## src/rtl/pipe_pkg.sv

```systemverilog
// -----------------------------------------------------------------------------
// pipe_pkg
// Shared definitions for the pipeline stage boundaries: machine width, reset PC,
// and the payload structures carried by pipe_stage_buf between stages.
// No ports (package).
// -----------------------------------------------------------------------------
package pipe_pkg;

    localparam int XLEN = 32;
    localparam logic [XLEN-1:0] RESET_PC = 32'h8000_0000;

    // IF -> ID payload: fetched pc, instruction word, sequential next pc.
    typedef struct packed {
        logic [XLEN-1:0] pc;
        logic [XLEN-1:0] inst;
        logic [XLEN-1:0] snpc;
    } fd_payload_t;

    localparam int FD_W = $bits(fd_payload_t);

    // ID -> EX payload: decoded operands and destination.
    typedef struct packed {
        logic [XLEN-1:0] pc;
        logic [XLEN-1:0] snpc;
        logic [XLEN-1:0] inst;
        logic [XLEN-1:0] rs1_val;
        logic [XLEN-1:0] rs2_val;
        logic [XLEN-1:0] imm;
        logic [4:0]      rd;
    } de_payload_t;

    localparam int DE_W = $bits(de_payload_t);

    // EX -> MEM payload: ALU result, store data and writeback control.
    typedef struct packed {
        logic [XLEN-1:0] pc;
        logic [XLEN-1:0] alu_res;
        logic [XLEN-1:0] store_data;
        logic [4:0]      rd;
        logic            wb_en;
    } em_payload_t;

    localparam int EM_W = $bits(em_payload_t);

    // Builds an IF->ID payload with the sequential next pc filled in.
    function automatic fd_payload_t make_fd(input logic [XLEN-1:0] pc,
                                            input logic [XLEN-1:0] inst);
        fd_payload_t p;
        p.pc   = pc;
        p.inst = inst;
        p.snpc = pc + 32'd4;
        return p;
    endfunction

endpackage

```

## src/rtl/pipe_stage_buf.sv

```systemverilog
// -----------------------------------------------------------------------------
// pipe_stage_buf
// Elastic buffer between two pipeline stages with valid/ready on both sides and
// a synchronous flush for redirects. DEPTH=0 is a combinational pass-through;
// DEPTH>=1 is a circular buffer of DEPTH registered entries (one transfer per
// cycle for DEPTH>=2, no same-cycle bypass).
//
// Ports:
//   clk, rst          clock, synchronous active-high reset
//   flush             drop all buffered entries and any same-cycle push
//   s_valid/s_ready   upstream handshake, s_data payload
//   m_valid/m_ready   downstream handshake, m_data head payload
//   count             number of occupied entries (always 0 in pass-through)
// -----------------------------------------------------------------------------
module pipe_stage_buf
    import pipe_pkg::*;
#(
    parameter int               DATA_W     = FD_W,
    parameter int               DEPTH      = 2,
    parameter logic [DATA_W-1:0] RESET_DATA = DATA_W'({RESET_PC, 64'h0}),
    localparam int              CNT_W      = (DEPTH == 0) ? 1 : $clog2(DEPTH + 1)
)(
    input  logic              clk,
    input  logic              rst,
    input  logic              flush,
    input  logic              s_valid,
    output logic              s_ready,
    input  logic [DATA_W-1:0] s_data,
    output logic              m_valid,
    input  logic              m_ready,
    output logic [DATA_W-1:0] m_data,
    output logic [CNT_W-1:0]  count
);

    if (DEPTH == 0) begin : g_pass

        // Flush kills the transfer combinationally: downstream sees nothing and
        // upstream is told the beat was consumed.
        assign m_valid = s_valid & ~flush;
        assign s_ready = m_ready | flush;
        assign m_data  = s_data;
        assign count   = '0;

        logic unused_clk_rst;
        assign unused_clk_rst = clk ^ rst;

    end else begin : g_reg

        localparam int               PTR_W = (DEPTH > 1) ? $clog2(DEPTH) : 1;
        localparam logic [CNT_W-1:0] FULL  = CNT_W'(DEPTH);
        localparam logic [PTR_W-1:0] LAST  = PTR_W'(DEPTH - 1);

        logic [DATA_W-1:0] mem [DEPTH];
        logic [PTR_W-1:0]  rd_ptr;
        logic [PTR_W-1:0]  wr_ptr;
        logic [CNT_W-1:0]  occ;
        logic              push;
        logic              pop;

        // Explicit wrap so non-power-of-2 depths never index past the last slot.
        function automatic logic [PTR_W-1:0] ptr_inc(input logic [PTR_W-1:0] p);
            return (p == LAST) ? '0 : p + 1'b1;
        endfunction

        // Flags come only from registered occupancy, so m_ready has no
        // combinational path to s_ready; a full buffer frees its slot next cycle.
        assign s_ready = (occ != FULL);
        assign m_valid = (occ != '0);
        assign m_data  = mem[rd_ptr];
        assign count   = occ;

        assign push = s_valid & s_ready;
        assign pop  = m_valid & m_ready;

        // A flushed push is not written, which leaves stale entries in place;
        // they are unreachable because occupancy is cleared.
        always_ff @(posedge clk) begin
            if (rst) begin
                occ    <= '0;
                rd_ptr <= '0;
                wr_ptr <= '0;
                for (int i = 0; i < DEPTH; i++) begin
                    mem[i] <= RESET_DATA;
                end
            end else begin
                if (push && !flush) begin
                    mem[wr_ptr] <= s_data;
                end
                if (flush) begin
                    occ    <= '0;
                    rd_ptr <= '0;
                    wr_ptr <= '0;
                end else begin
                    if (push) begin
                        wr_ptr <= ptr_inc(wr_ptr);
                    end
                    if (pop) begin
                        rd_ptr <= ptr_inc(rd_ptr);
                    end
                    if (push && !pop) begin
                        occ <= occ + 1'b1;
                    end else if (pop && !push) begin
                        occ <= occ - 1'b1;
                    end
                end
            end
        end

    end

endmodule

```

## config.mk

```make
export PLATFORM = sky130hd
export DESIGN_NAME = pipe_stage_buf
export DESIGN_NICKNAME = d
export VERILOG_FILES = /design/src/rtl/pipe_pkg.sv /design/src/rtl/pipe_stage_buf.sv
export SDC_FILE = /design/constraint.sdc
export NUM_CORES = 1
export LEC_CHECK = 0
export ABC_AREA = 1
export BUFFER_PORTS_ARGS = -buffer_cell sky130_fd_sc_hd__buf_4
export CAP_MARGIN = 15
export CORE_MARGIN = 1
export CORE_UTILIZATION = 40
export CTS_CLUSTER_DIAMETER = 50
export DETAILED_ROUTE_END_ITERATION = 7
export SETUP_SLACK_MARGIN = 0.15
export SLEW_MARGIN = 20
export SYNTH_ARGS = -nofsm -noshare
export SYNTH_HDL_FRONTEND = slang
export SYNTH_SLANG_ARGS = --single-unit
```

## constraint.sdc

```tcl
create_clock -name clk -period 5.7 [get_ports clk]
set_clock_uncertainty 0.1 [all_clocks]
set_input_delay 0.855 -clock clk [delete_from_list [all_inputs] [get_ports clk]]
set_output_delay 0.855 -clock clk [all_outputs]
set_load 0.01 [all_outputs]
```

# ---- Word level (Yosys, flattened, before mapping)
# Memories as Yosys holds them, arrays and structs flattened. A register that Yosys moved wholly into a read port is not among the register bits.
# Cells that the tools add are included.
dict set report classes {
  addsub 4
  eq_ne 1
  n_mux 14
  n_bitwise 2
  n_reduce_logical 10
}
# operator n
set ops {}
lappend ops {{$mux W96} 1}
lappend ops {{$reduce_or A96 Y1} 1}
lappend ops {{$mux W1} 11}
lappend ops {{$mux W2} 2}
lappend ops {{$reduce_bool A2 Y1} 2}
lappend ops {{$logic_and A1 B1 Y1} 3}
lappend ops {{$logic_not A1 Y1} 3}
lappend ops {{$add A1 B1 Y1 const B} 2}
lappend ops {{$add A2 B1 Y2 const B} 1}
lappend ops {{$and A1 B1 Y1} 2}
lappend ops {{$ne A2 B2 Y1 const B} 1}
lappend ops {{$reduce_or A2 Y1} 1}
lappend ops {{$sub A2 B1 Y2 const B} 1}
dict set report totals {
  reg_bits 4
  ram_bits 192
  elab_cells 35
  memories 1
}
# memory words width rd rd_clocked_by_memory_dff wr line_no
set mem_list {}
lappend mem_list {g_reg.mem 2 96 1 1 2 pipe_stage_buf.sv:53} ;# logic [DATA_W-1:0] mem [DEPTH];

# ---- Logic depth before layout (Yosys ltp)
# Gate-level depths: netlist (run 1).
dict set report depth {
  ltp_word 8
  ltp_mapped 10
}

# ---- Least setup slack after synthesis (run 1)
# OpenSTA, ideal clock, no wires.
dict set report synth_timing {
  path_kind {input -> register}
  startpoint {in flush}
  endpoint {mem g_reg.mem[1][0] (netlist bit), enable pin}
  setup_ns 0.458
  t_arrival_ns 3.654
  slack_ns 1.488
  path_stages 5
  path_buffers 2
  path_cell_list {nor2_2 -> nand3_2 -> buf_2 -> buf_2 -> nand2_1}
}
# item line_no
set synth_lines {}
lappend synth_lines {{from (decl)} pipe_stage_buf.sv:25} ;# input logic flush,
lappend synth_lines {{to (decl)} pipe_stage_buf.sv:53}

==> summary.md, run 1 <==
| Metric | Value |
|---|---|
| Critical Path End | `m_data[13]` |
| Worst-path maximum fanout | `64` |
| Max_slew headroom | `25.85%` |
| Reg area | `5869 um2` |
| Wire length per cell | `16.04 um` |
| Post-Synth Simple-Gate Area | `9.822%` |
| Post-Route WL | `17,980 um` |
| Starting Density | `41.04%` |
| Placed Area | `10,120 um2` |
| Full die area | `21,470 um2` |
| Post-CTS resize count | `0` |
| Critical path required time | `4740 ps` |
| Multiplexer share of the synthesized area | `12.94%` |
| Initial antenna violation count | `0` |
| P_leak | `4.756 nW` |
| Area grow syn2layout | `28.49%` |
| Final worst path period share | `60.63%` |
| CORE AREA | `20,360 um2` |
| Flop2flop setup slack | `3180 ps` |
| Worst-margin pin slew | `1112 ps` |
| Chip Width | `146.5 um` |
| CP max stage delay | `950 ps` |
| Fmax | `289.3 MHz` |
| GP Congestion | `0.7995` |
| Main combinational cell family by area after synthesis | `multiplexers` |
| DR vias | `5,305` |
| Setup CP Type | `reg2out` |
| Hold Slack | `395.4 ps` |
| Sequence of cells on the critical path | `buf_4, mux2_2, buf_4` |
| Largest net degree at the start of global routing | `97` |
| Synthesized flop and latch total | `197` |
| Buffers on Ports | `200` |
| Hold buffers post-CTS | `0` |
| Finished Core Util | `52.73%` |
| Final instance area | `10,740 um2` |
| FF-to-FF End | `g_reg.mem[1][93]` |
| Drt via density | `4.732` |
| Global-route wire length before repair | `27,580 um` |
| Final Setup Violations | `0` |
| Area of the multi-input gates | `1992 um2` |
| Most common cell after layout, fill and taps aside | `buf_4` |
| Worst setup SP type | `flip-flop` |
| Clock Pin Slew Worst Setup and Hold Paths | `60 ps` |
| Vias in the first global route | `5,347` |
| Post-route ant nets | `0` |
| First DRT Iteration DRCs | `306` |
| Hold Vio Cnt, Final | `0` |
| Register area share after synthesis | `70.19%` |
| # IOs | `201` |
| Critical path capture point type | `primary output` |
| R2r startpoint | `count[0]` |
| CP Buf/Inv Count | `2` |
| Antenna diodes | `0` |
| Yosys warns | `0` |
| # nets final | `941` |
| Compound-cell area share of the yosys netlist | `0.4641%` |
| Post-synthesis xor/xnor area fraction | `0%` |
| Row count | `52` |
| Stages on worst setup path | `3` |
| CTS buffer count | `17` |
| CTS tree | `built` |
| DP HPWL | `11,260 um` |
| Syn Area/Cell | `12.96 um2` |
| RSZ-0062 raised after global routing | `no` |
| Clock sink count | `197` |
| Largest area contributor in the netlist | `edfxtp_1` |
| Setup TNS | `0 ps` |
| Total grt overflow | `0` |
| Status | `completed` |
| Crit-path slowest cell | `dfxtp_4` |
| Yosys top cell area share | `68.99%` |
| Synth cell types | `20` |
| Post-Synthesis Cells | `645` |
| Pwr dens | `300.3 nW/um2` |
| Filler cell count | `1,803` |
| Area share of fa/ha/maj cells after synthesis | `0.1497%` |
| All-Layer GR Usage | `17.02%` |
| DRC | `0` |
| H-tree levels | `4` |
| Min Tclk post-route | `3456 ps` |
| Clk_lat worst skew | `420 ps` |
| Max VDD drop | `212.9 uV` |
| R2R cell count | `5` |
| Reported max-cap violation count | `0` |
| CTS Buffer Depth | `2` |
| Commonest non-fill, non-tap cells in the layout | `buf_4 (205), nor2_1 (193), edfxtp_1 (192)` |
| Netlist Area Pre-Place | `8357 um2` |
| Postcts setup bufs | `0` |
| Iteration count of the initial detailed-routing pass | `5` |
| Critical path's top delay family | `flip-flops` |
| Net Count, Synth | `747` |
| Worst min path class | `reg2reg` |
| Crit path top cell by count | `buf_4` |
| Worst hold stages | `2` |
| Worst Path Arrival | `2500 ps` |
| Root Buffer | `clkbuf_16` |
| Pins Over Slew Limit | `0` |
| Power, Total | `3.225 mW` |
| Top cells by area, synth | `edfxtp_1 (69%), mux2_2 (13%), nor2_1 (8.7%)` |
| Layout cell share with drive strength beyond 1 | `39.84%` |
| Die height | `146.5 um` |
-- cells in the mapped netlist (all sizes together) --
cell and number:
buf 20, inv 103, edfxtp 192, nand3 4, a21oi 2, nand4 3, o21ai 2, nand2 11
mux2 96, dfxtp 5, a21boi 1, nor2 194, clkbuf 11, ha 1
-- routing by layer --
layer | part of all wire [%] | global-route usage (%)
met2 | 45 | 25.64
met5 | 0 | 0
met4 | 1.4 | 5.677
met3 | 9.3 | 6.063
met1 | 45 | 22.82
-- power breakdown --
group	leakage, nW	switching, mW	internal (mW)
Sequential	2.02	0.0274	1.67
Clock	0.288	0.508	0.687
Combinational	2.44	0.167	0.168
-- how the worst min path moves through the flow --
stage | start | endpoint | slack [ps]
floorplan | g_reg.rd_ptr | flip-flop | 360
global placement | g_reg.rd_ptr | g_reg.rd_ptr | 380
detailed placement | g_reg.rd_ptr | g_reg.rd_ptr | 390
CTS | g_reg.rd_ptr | g_reg.rd_ptr | 400
global route | g_reg.rd_ptr | flip-flop | 420
finish | g_reg.rd_ptr | g_reg.rd_ptr | 400
-- tightest hold or removal path, cell delays in order (launching register included) --
cell,delay (ps)
dfxtp_1,330
a21oi_1,50
nor2_1,80
-- state kept, by name, summed over array words and instances (netlist names), named ones only --
signal,cells
count,2
g_reg.mem,192
g_reg.wr_ptr,1
g_reg.rd_ptr,1
-- layout make-up --
| class | count | share of cell area (%) |
|---|---|---|
| clock buffers | 18 | 3.997 |
| multi-input cells | 314 | 18.55 |
| inverters | 103 | 3.601 |
| repair buffers | 206 | 14.59 |
| well taps | 270 | 3.146 |
| flip-flops and latches | 197 | 54.66 |
| clock inverters | 13 | 1.457 |
-- logic make-up after synthesis --
| logic type | Yosys count |
|---|---|
| simple gates | 212 |
| flops | 197 |
| buf+inv | 134 |
| mux | 96 |
| compound gates | 5 |
| fa+ha+maj | 1 |
-- per-stage QoR --
| stage | instances | worst slack (ps) |
|---|---|---|
| global route | 1121 | 2096 |
| CTS | 1120 | 2195 |
| finish | 1121 | 2244 |
| floorplan | 645 | 1488 |
| detailed placement | 1089 | 2481 |
| global placement | 1089 | 2542 |
(Power assumes the default switching activity.)
==> inputs of run 2 (changes only) <==
- ABC_AREA: 1 -> 0
- clock period: 5.7 -> 3.2 ns (I/O delays scaled with it)
==> summary.md, run 2 <==
| Metric | Value |
|---|---|
| Worst hold stages | `2 (unchanged)` |
| Clk_lat worst skew | `420 ps (about the same)` |
| Chip Width | `148.0 um (+0.98%)` |
| Hold buffers post-CTS | `0 (unchanged)` |
| # nets final | `840 (-11%)` |
| Post-Route WL | `17,180 um (-4.5%)` |
| Dpl ws | `664.0 ps (-1817 ps)` |
| DRC | `0 (unchanged)` |
| Status | `completed` |
| CTS Buffer Depth | `2 (unchanged)` |
| Final worst path period share | `75.46%` |
| Final Setup Violations | `0 (unchanged)` |
| H-tree levels | `4 (unchanged)` |
| Wire length per cell | `16.76 um (+4.5%)` |
| Worst Path Arrival | `1830 ps (-670 ps)` |
| Worst-path maximum fanout | `38 (-41%)` |
| Layout cell share with drive strength beyond 1 | `45.20% (+5.4 points)` |
| Max VDD drop | `381.3 uV (+79%)` |
| Post-synth EDFFs | `192 (unchanged)` |
| Pwr dens | `512.2 nW/um2 (+71%)` |
| Row count | `53 (+1.9%)` |
| Reg area | `5869 um2 (unchanged)` |
| Most common cell after layout, fill and taps aside | `buf_4` |
| Worst hold endpoint | `g_reg.mem[0][95]` |
| Part of the power in registers | `53.9% (+1.3 points)` |
| Setup CP Type | `reg2out` |
| Net switching power | `1.211 mW (+73%)` |
| Synth cell types | `19 (-5.0%)` |
| RSZ-0062 raised after global routing | `no` |
| Min-delay src | `s_data[95]` |
| Commonest non-fill, non-tap cells in the layout | `buf_4 (204), edfxtp_1 (192), and2_1 (190)` |
| GP Congestion | `0.6951 (-13%)` |
| DR vias | `4,826 (-9.0%)` |
| Reported max-cap violation count | `0 (unchanged)` |
| Critical path capture point type | `primary output` |
| Drt via density | `4.708 (-0.51%)` |
| List of most frequent post-synthesis cells | `edfxtp_1 (192), and2_1 (190), mux2_2 (96), clkbuf_1 (16), buf_6 (9)` |
| Async SR Flop Fraction | `0% (unchanged)` |
| Top cells by area, synth | `edfxtp_1 (68%), and2_1 (14%), mux2_2 (13%)` |
| FF-to-FF End | `g_reg.mem[1][95]` |
| Pins Over Slew Limit | `0 (unchanged)` |
| Syn Area/Cell | `15.73 um2 (+21%)` |
| CTS buffer count | `17 (unchanged)` |
| Filler cell count | `1,827 (+1.3%)` |
| Count leader, synth | `edfxtp_1` |
| Yosys warns | `0 (unchanged)` |
| Fmax | `414.2 MHz` |
| Buffers on Ports | `200 (unchanged)` |
| Power, Total | `5.557 mW (+72%)` |
| Critical path required time | `2620 ps (-2120 ps)` |
| Post-route ant nets | `0 (unchanged)` |
| Worst-margin pin slew | `927.6 ps (-184.7 ps)` |
| Flop2flop setup slack | `1010 ps (-2170 ps)` |
| Initial antenna violation count | `0 (unchanged)` |
| Total grt overflow | `0 (unchanged)` |
| Max_slew headroom | `38.16% (+12 points)` |
| P_leak | `4.382 nW (-7.9%)` |
| Net Count, Synth | `644 (-14%)` |
| Area grow syn2layout | `27.29%` |
| Global-route wire length before repair | `26,090 um (-5.4%)` |
| Netlist Area Pre-Place | `8523 um2 (+2.0%)` |
| Full die area | `21,900 um2 (+2.0%)` |
| Root Buffer | `clkbuf_16` |
| Setup TNS | `0 ps (unchanged)` |
| All-Layer GR Usage | `15.95% (-1.1 points)` |
| Switching Share | `21.79% (+0.026 points)` |
| Die height | `148.0 um (+0.98%)` |
| Clock sink count | `197 (unchanged)` |
| First DRT Iteration DRCs | `274 (-10%)` |
| Finished Core Util | `51.77% (-0.95 points)` |
| Largest net degree at the start of global routing | `97 (unchanged)` |
| Internal Power | `4.346 mW (+72%)` |
| Vias in the first global route | `4,826 (-9.7%)` |
| CORE AREA | `20,960 um2 (+2.9%)` |
| Min Tclk post-route | `2415 ps` |
| Post-CTS resize count | `0 (unchanged)` |
| Register area share after synthesis | `68.82% (-1.4 points)` |
| Post-Synthesis Cells | `542 (-16%)` |
| Hold Vio Cnt, Final | `0 (unchanged)` |
| Hold Slack | `223.6 ps (-171.8 ps)` |
| Main flop type after synthesis | `edfxtp_1` |
| R2r startpoint | `count[0]` |
| Starting Density | `40.67% (-0.36 points)` |
| # IOs | `201 (unchanged)` |
| Final setup margin | `785.4 ps (-1458 ps)` |
| Combinational Power Share | `10.7% (+0.3 points)` |
| Area of the multi-input gates | `2455 um2 (+23%)` |
| Worst min path class | `in2reg` |
| R2R cell count | `4 (-1)` |
| Yosys top cell area share | `67.65% (-1.3 points)` |
| Reg with most FFs | `g_reg.mem` |
| Clock Pin Slew Worst Setup and Hold Paths | `70 ps (about the same)` |
| Clk pwr share | `35.4% (-1.7 points)` |
| Largest area contributor in the netlist | `edfxtp_1` |
| Iteration count of the initial detailed-routing pass | `4 (-1)` |
| Antenna diodes | `0 (unchanged)` |
| DP HPWL | `10,690 um (-5.1%)` |
| CTS tree | `built` |
| Postcts setup bufs | `0 (unchanged)` |
| Worst setup SP type | `flip-flop` |
| Max reg flops | `192 (unchanged)` |
| Synthesized flop and latch total | `197 (unchanged)` |
==> run 2: cell count changes in the layout (fill, tap and decap cells not counted), sizes merged, moves of 4 or more <==
cell / before / now
and2: 0 / 190
or2: 0 / 4
nand2: 11 / 0
inv: 105 / 5
nand3: 4 / 0
nor2: 194 / 4
==> run 2: cells by family (layout without fill, tap and decap cells) <==
group / Yosys count / in the layout / synth area share, %
and+or+nand+nor: 205 / 205 / 15.31
DFF: 197 / 197 / 68.82
muxes: 96 / 96 / 12.68
buffers and inverters: 35 / 243 / 2.437
AOI/OAI and AO/OA: 5 / 5 / 0.2936
xor gates and xnor gates: 3 / 3 / 0.3083
adders and majority gates: 1 / 1 / 0.1468
==> run 2: how the worst max path moves through the flow <==
| stage | startpoint | cells after the start | endpoint |
|---|---|---|---|
| finish | flip-flop | 3 | m_data[79] |
| CTS | flip-flop | 3 | m_data[79] |
| floorplan | flush | 5 | g_reg.mem[0][0] |
| detailed placement | rst | 5 | g_reg.mem[1][95] |
| global route | flip-flop | 3 | m_data[79] |
| global placement | rst | 5 | g_reg.mem[1][95] |
==> run 2: power by group through the flow <==
stage	clock, mW	sequential [mW]	combinational, mW
floorplan	0	3.05	0.277
global placement	0	3.05	0.597
detailed placement	0	3.05	0.602
CTS	2.01	3.00	0.605
global route	2.10	3.01	0.640
finish	1.97	2.99	0.593
==> run 2: final cells by class <==
class / instances / area share (%)
multi-input combinational: 310 / 22.63
clock inverter: 13 / 1.003
tap: 275 / 3.171
timing repair buffer: 209 / 15.04
inverter: 3 / 0.1038
clock buffer: 18 / 3.956
sequential: 197 / 54.10
==> run 2: critical path, stage by stage (launching register included) <==
cell and delay, ps:
dfxtp_4 360, buf_4 460, mux2_2 420, buf_4 150
==> run 2: per-layer routing <==
metal | vias up | share of wire [%] | GRT usage, %
li1 | 2309 | - | -
met1 | 2362 | 43 | 20.46
met2 | 138 | 50 | 26.36
met3 | 17 | 5.5 | 4.228
met4 | 0 | 1.2 | 4.948
met5 | - | 0 | 0
==> run 2: stage by stage <==
| stage | cells | area (um2) |
|---|---|---|
| floorplan | 542 | 8523 |
| global placement | 994 | 10310 |
| detailed placement | 994 | 10310 |
| CTS | 1025 | 10850 |
| global route | 1025 | 10850 |
| finish | 1025 | 10850 |
==> inputs of run 3 (changes only) <==
- clock period: 3.2 -> 2.5 ns (I/O delays scaled with it)
==> summary.md, run 3 (same netlist as run 2, synthesis figures left out) <==
| Metric | Value |
|---|---|
| Hold Vio Cnt, Final | `0 (unchanged)` |
| Initial antenna violation count | `0 (unchanged)` |
| Post-Route WL | `17,520 um (+2.0%)` |
| FF-to-FF End | `g_reg.mem[0][3]` |
| CP max stage delay | `490 ps (+30 ps)` |
| Critical path's top delay family | `flip-flops` |
| H-tree levels | `4 (unchanged)` |
| All-Layer GR Usage | `16.42% (+0.46 points)` |
| Flop2flop setup slack | `550 ps (-460 ps)` |
| CORE AREA | `20,960 um2 (unchanged)` |
| Final worst path period share | `90.16%` |
| Most common cell after layout, fill and taps aside | `buf_4` |
| Max_slew headroom | `74.33% (+36 points)` |
| Clock sink count | `197 (unchanged)` |
| Worst min path class | `in2reg` |
| Reported max-cap violation count | `0 (unchanged)` |
| CTS Buffer Depth | `2 (unchanged)` |
| Post-CTS resize count | `0 (unchanged)` |
| DR vias | `4,906 (+1.7%)` |
| Internal Power | `5.734 mW (+32%)` |
| Wire length per cell | `17.03 um (+1.6%)` |
| Area of the multi-input gates | `2455 um2 (unchanged)` |
| Placed Area | `10,390 um2 (+0.75%)` |
| Filler cell count | `1,781 (-2.5%)` |
| Hold Slack | `130.1 ps (-93.48 ps)` |
| Post-route ant nets | `0 (unchanged)` |
| CTS tree | `built` |
| RSZ-0062 raised after global routing | `no` |
| Crit-path slowest cell | `dfxtp_4` |
| Final Setup Violations | `0 (unchanged)` |
| Layout cell share with drive strength beyond 1 | `46.02% (+0.82 points)` |
| Min-delay src | `s_data[18]` |
| First DRT Iteration DRCs | `209 (-24%)` |
| Die height | `148.0 um (unchanged)` |
| DP HPWL | `11,160 um (+4.4%)` |
| Root Buffer | `clkbuf_16` |
| Stages on worst setup path | `3 (unchanged)` |
| Critical path required time | `2030 ps (-590 ps)` |
| Chip Width | `148.0 um (unchanged)` |
| Sequence of cells on the critical path | `buf_12, mux2_2, buf_4` |
| Net switching power | `1.672 mW (+38%)` |
| Clock Pin Slew Worst Setup and Hold Paths | `80 ps (about the same)` |
| Part of the power in registers | `51.8% (-2.1 points)` |
| Combinational Power Share | `10.5% (-0.2 points)` |
| Total grt overflow | `0 (unchanged)` |
| Finished Core Util | `52.54% (+0.77 points)` |
| R2r startpoint | `count[0]` |
| Starting Density | `40.67% (unchanged)` |
| Worst setup SP type | `flip-flop` |
| Switching Share | `22.58% (+0.79 points)` |
| P_leak | `4.451 nW (+1.6%)` |
| CTS buffer count | `17 (unchanged)` |
| Pwr dens | `672.6 nW/um2 (+31%)` |
| Status | `completed` |
| Reg with most FFs | `g_reg.mem` |
| Fmax | `443.7 MHz` |
| Buffers on Ports | `200 (unchanged)` |
| Max VDD drop | `457.9 uV (+20%)` |
| Commonest non-fill, non-tap cells in the layout | `buf_4 (201), edfxtp_1 (192), and2_1 (190)` |
| Final instance area | `11,010 um2 (+1.5%)` |
| Clk_lat worst skew | `420 ps (about the same)` |
| Critical Path End | `m_data[9]` |
| Reg area | `5869 um2 (unchanged)` |
| Antenna diodes | `0 (unchanged)` |
| Drt via density | `4.768 (+1.3%)` |
| Largest net degree at the start of global routing | `97 (unchanged)` |
| R2R cell count | `4 (unchanged)` |
| Worst-margin pin slew | `383.3 ps (-544.3 ps)` |
| Min Tclk post-route | `2254 ps` |
| # nets final | `843 (+0.36%)` |
| Clk pwr share | `37.7% (+2.3 points)` |
| Iteration count of the initial detailed-routing pass | `4 (unchanged)` |
| Setup TNS | `0 ps (unchanged)` |
| Area grow syn2layout | `29.18%` |
| Setup CP Type | `reg2out` |
| Full die area | `21,900 um2 (unchanged)` |
| # IOs | `201 (unchanged)` |
| Row count | `53 (unchanged)` |
| Worst-path maximum fanout | `38 (unchanged)` |
| Pins Over Slew Limit | `0 (unchanged)` |
| DRC | `0 (unchanged)` |
| CP Buf/Inv Count | `2 (unchanged)` |
| GP Congestion | `0.7385 (+6.2%)` |
| Max reg flops | `192 (unchanged)` |
| Worst Path Arrival | `1780 ps (-50 ps)` |
| Global-route wire length before repair | `26,940 um (+3.3%)` |
| Vias in the first global route | `4,969 (+3.0%)` |
| Critical path capture point type | `primary output` |
==> run 3: cell count changes in the layout (fill, tap and decap cells not counted), sizes merged <==
| cell | change |
|---|---|
| buf | +3 |
| bufinv | +1 |
| clkbuf | -1 |
| clkinv | -5 |
| inv | +6 |
==> run 3: cell type report <==
type / count / area share [%]
repair buffers: 212 / 15.62
flip-flops and latches: 197 / 53.31
clock inverters: 15 / 1.682
clock buffers: 17 / 3.864
multi-input cells: 310 / 22.30
inverters: 3 / 0.1023
well taps: 275 / 3.125
==> run 3: layer usage <==
| metal | vias to the layer above | part of all wire (%) | track usage [%] |
|---|---|---|---|
| li1 | 2320 | - | - |
| met1 | 2416 | 46 | 22.15 |
| met3 | 12 | 6.7 | 4.599 |
| met2 | 158 | 47 | 25.66 |
| met4 | 0 | 0.86 | 5.103 |
| met5 | - | 0 | 0 |
==> run 3: worst min path at each step <==
stage	to	slack (ps)	cells past startpoint
after floorplan	flip-flop	370	2
after global placement	flip-flop	390	2
after detailed placement	flip-flop	390	2
after CTS	g_reg.mem[1][95]	110	2
after global routing	g_reg.mem[1][18]	110	2
final	g_reg.mem[1][18]	130	2
==> run 3: power groups by stage <==
stage	Clock, mW	Combinational [mW]	Sequential (mW)
after floorplan	0	0.357	3.90
after global placement	0	0.775	3.90
after detailed placement	0	0.782	3.91
after CTS	2.85	0.791	3.84
after global routing	2.96	0.834	3.85
final	2.80	0.775	3.84
==> run 3: worst register-to-register path, delay by kind of cell (launching register included) <==
kind	cells	cell delay, ps
flops	1	470
buf+inv	1	270
simple gates	3	800
==> run 3: through the flow <==
stage / total power [mW] / instances / setup slack (ps)
finish: 7.406 / 1029 / 246.1
CTS: 7.476 / 1029 / 221.5
global placement: 4.680 / 996 / 361.1
global route: 7.652 / 1029 / 179.8
detailed placement: 4.697 / 996 / 359.3
floorplan: 4.253 / 542 / 74.53
==> run 3: timing repair <==
action,in CTS,in global routing
setup endpoints to repair,37,0
buffers inserted,1,0
hold buffers,0,0
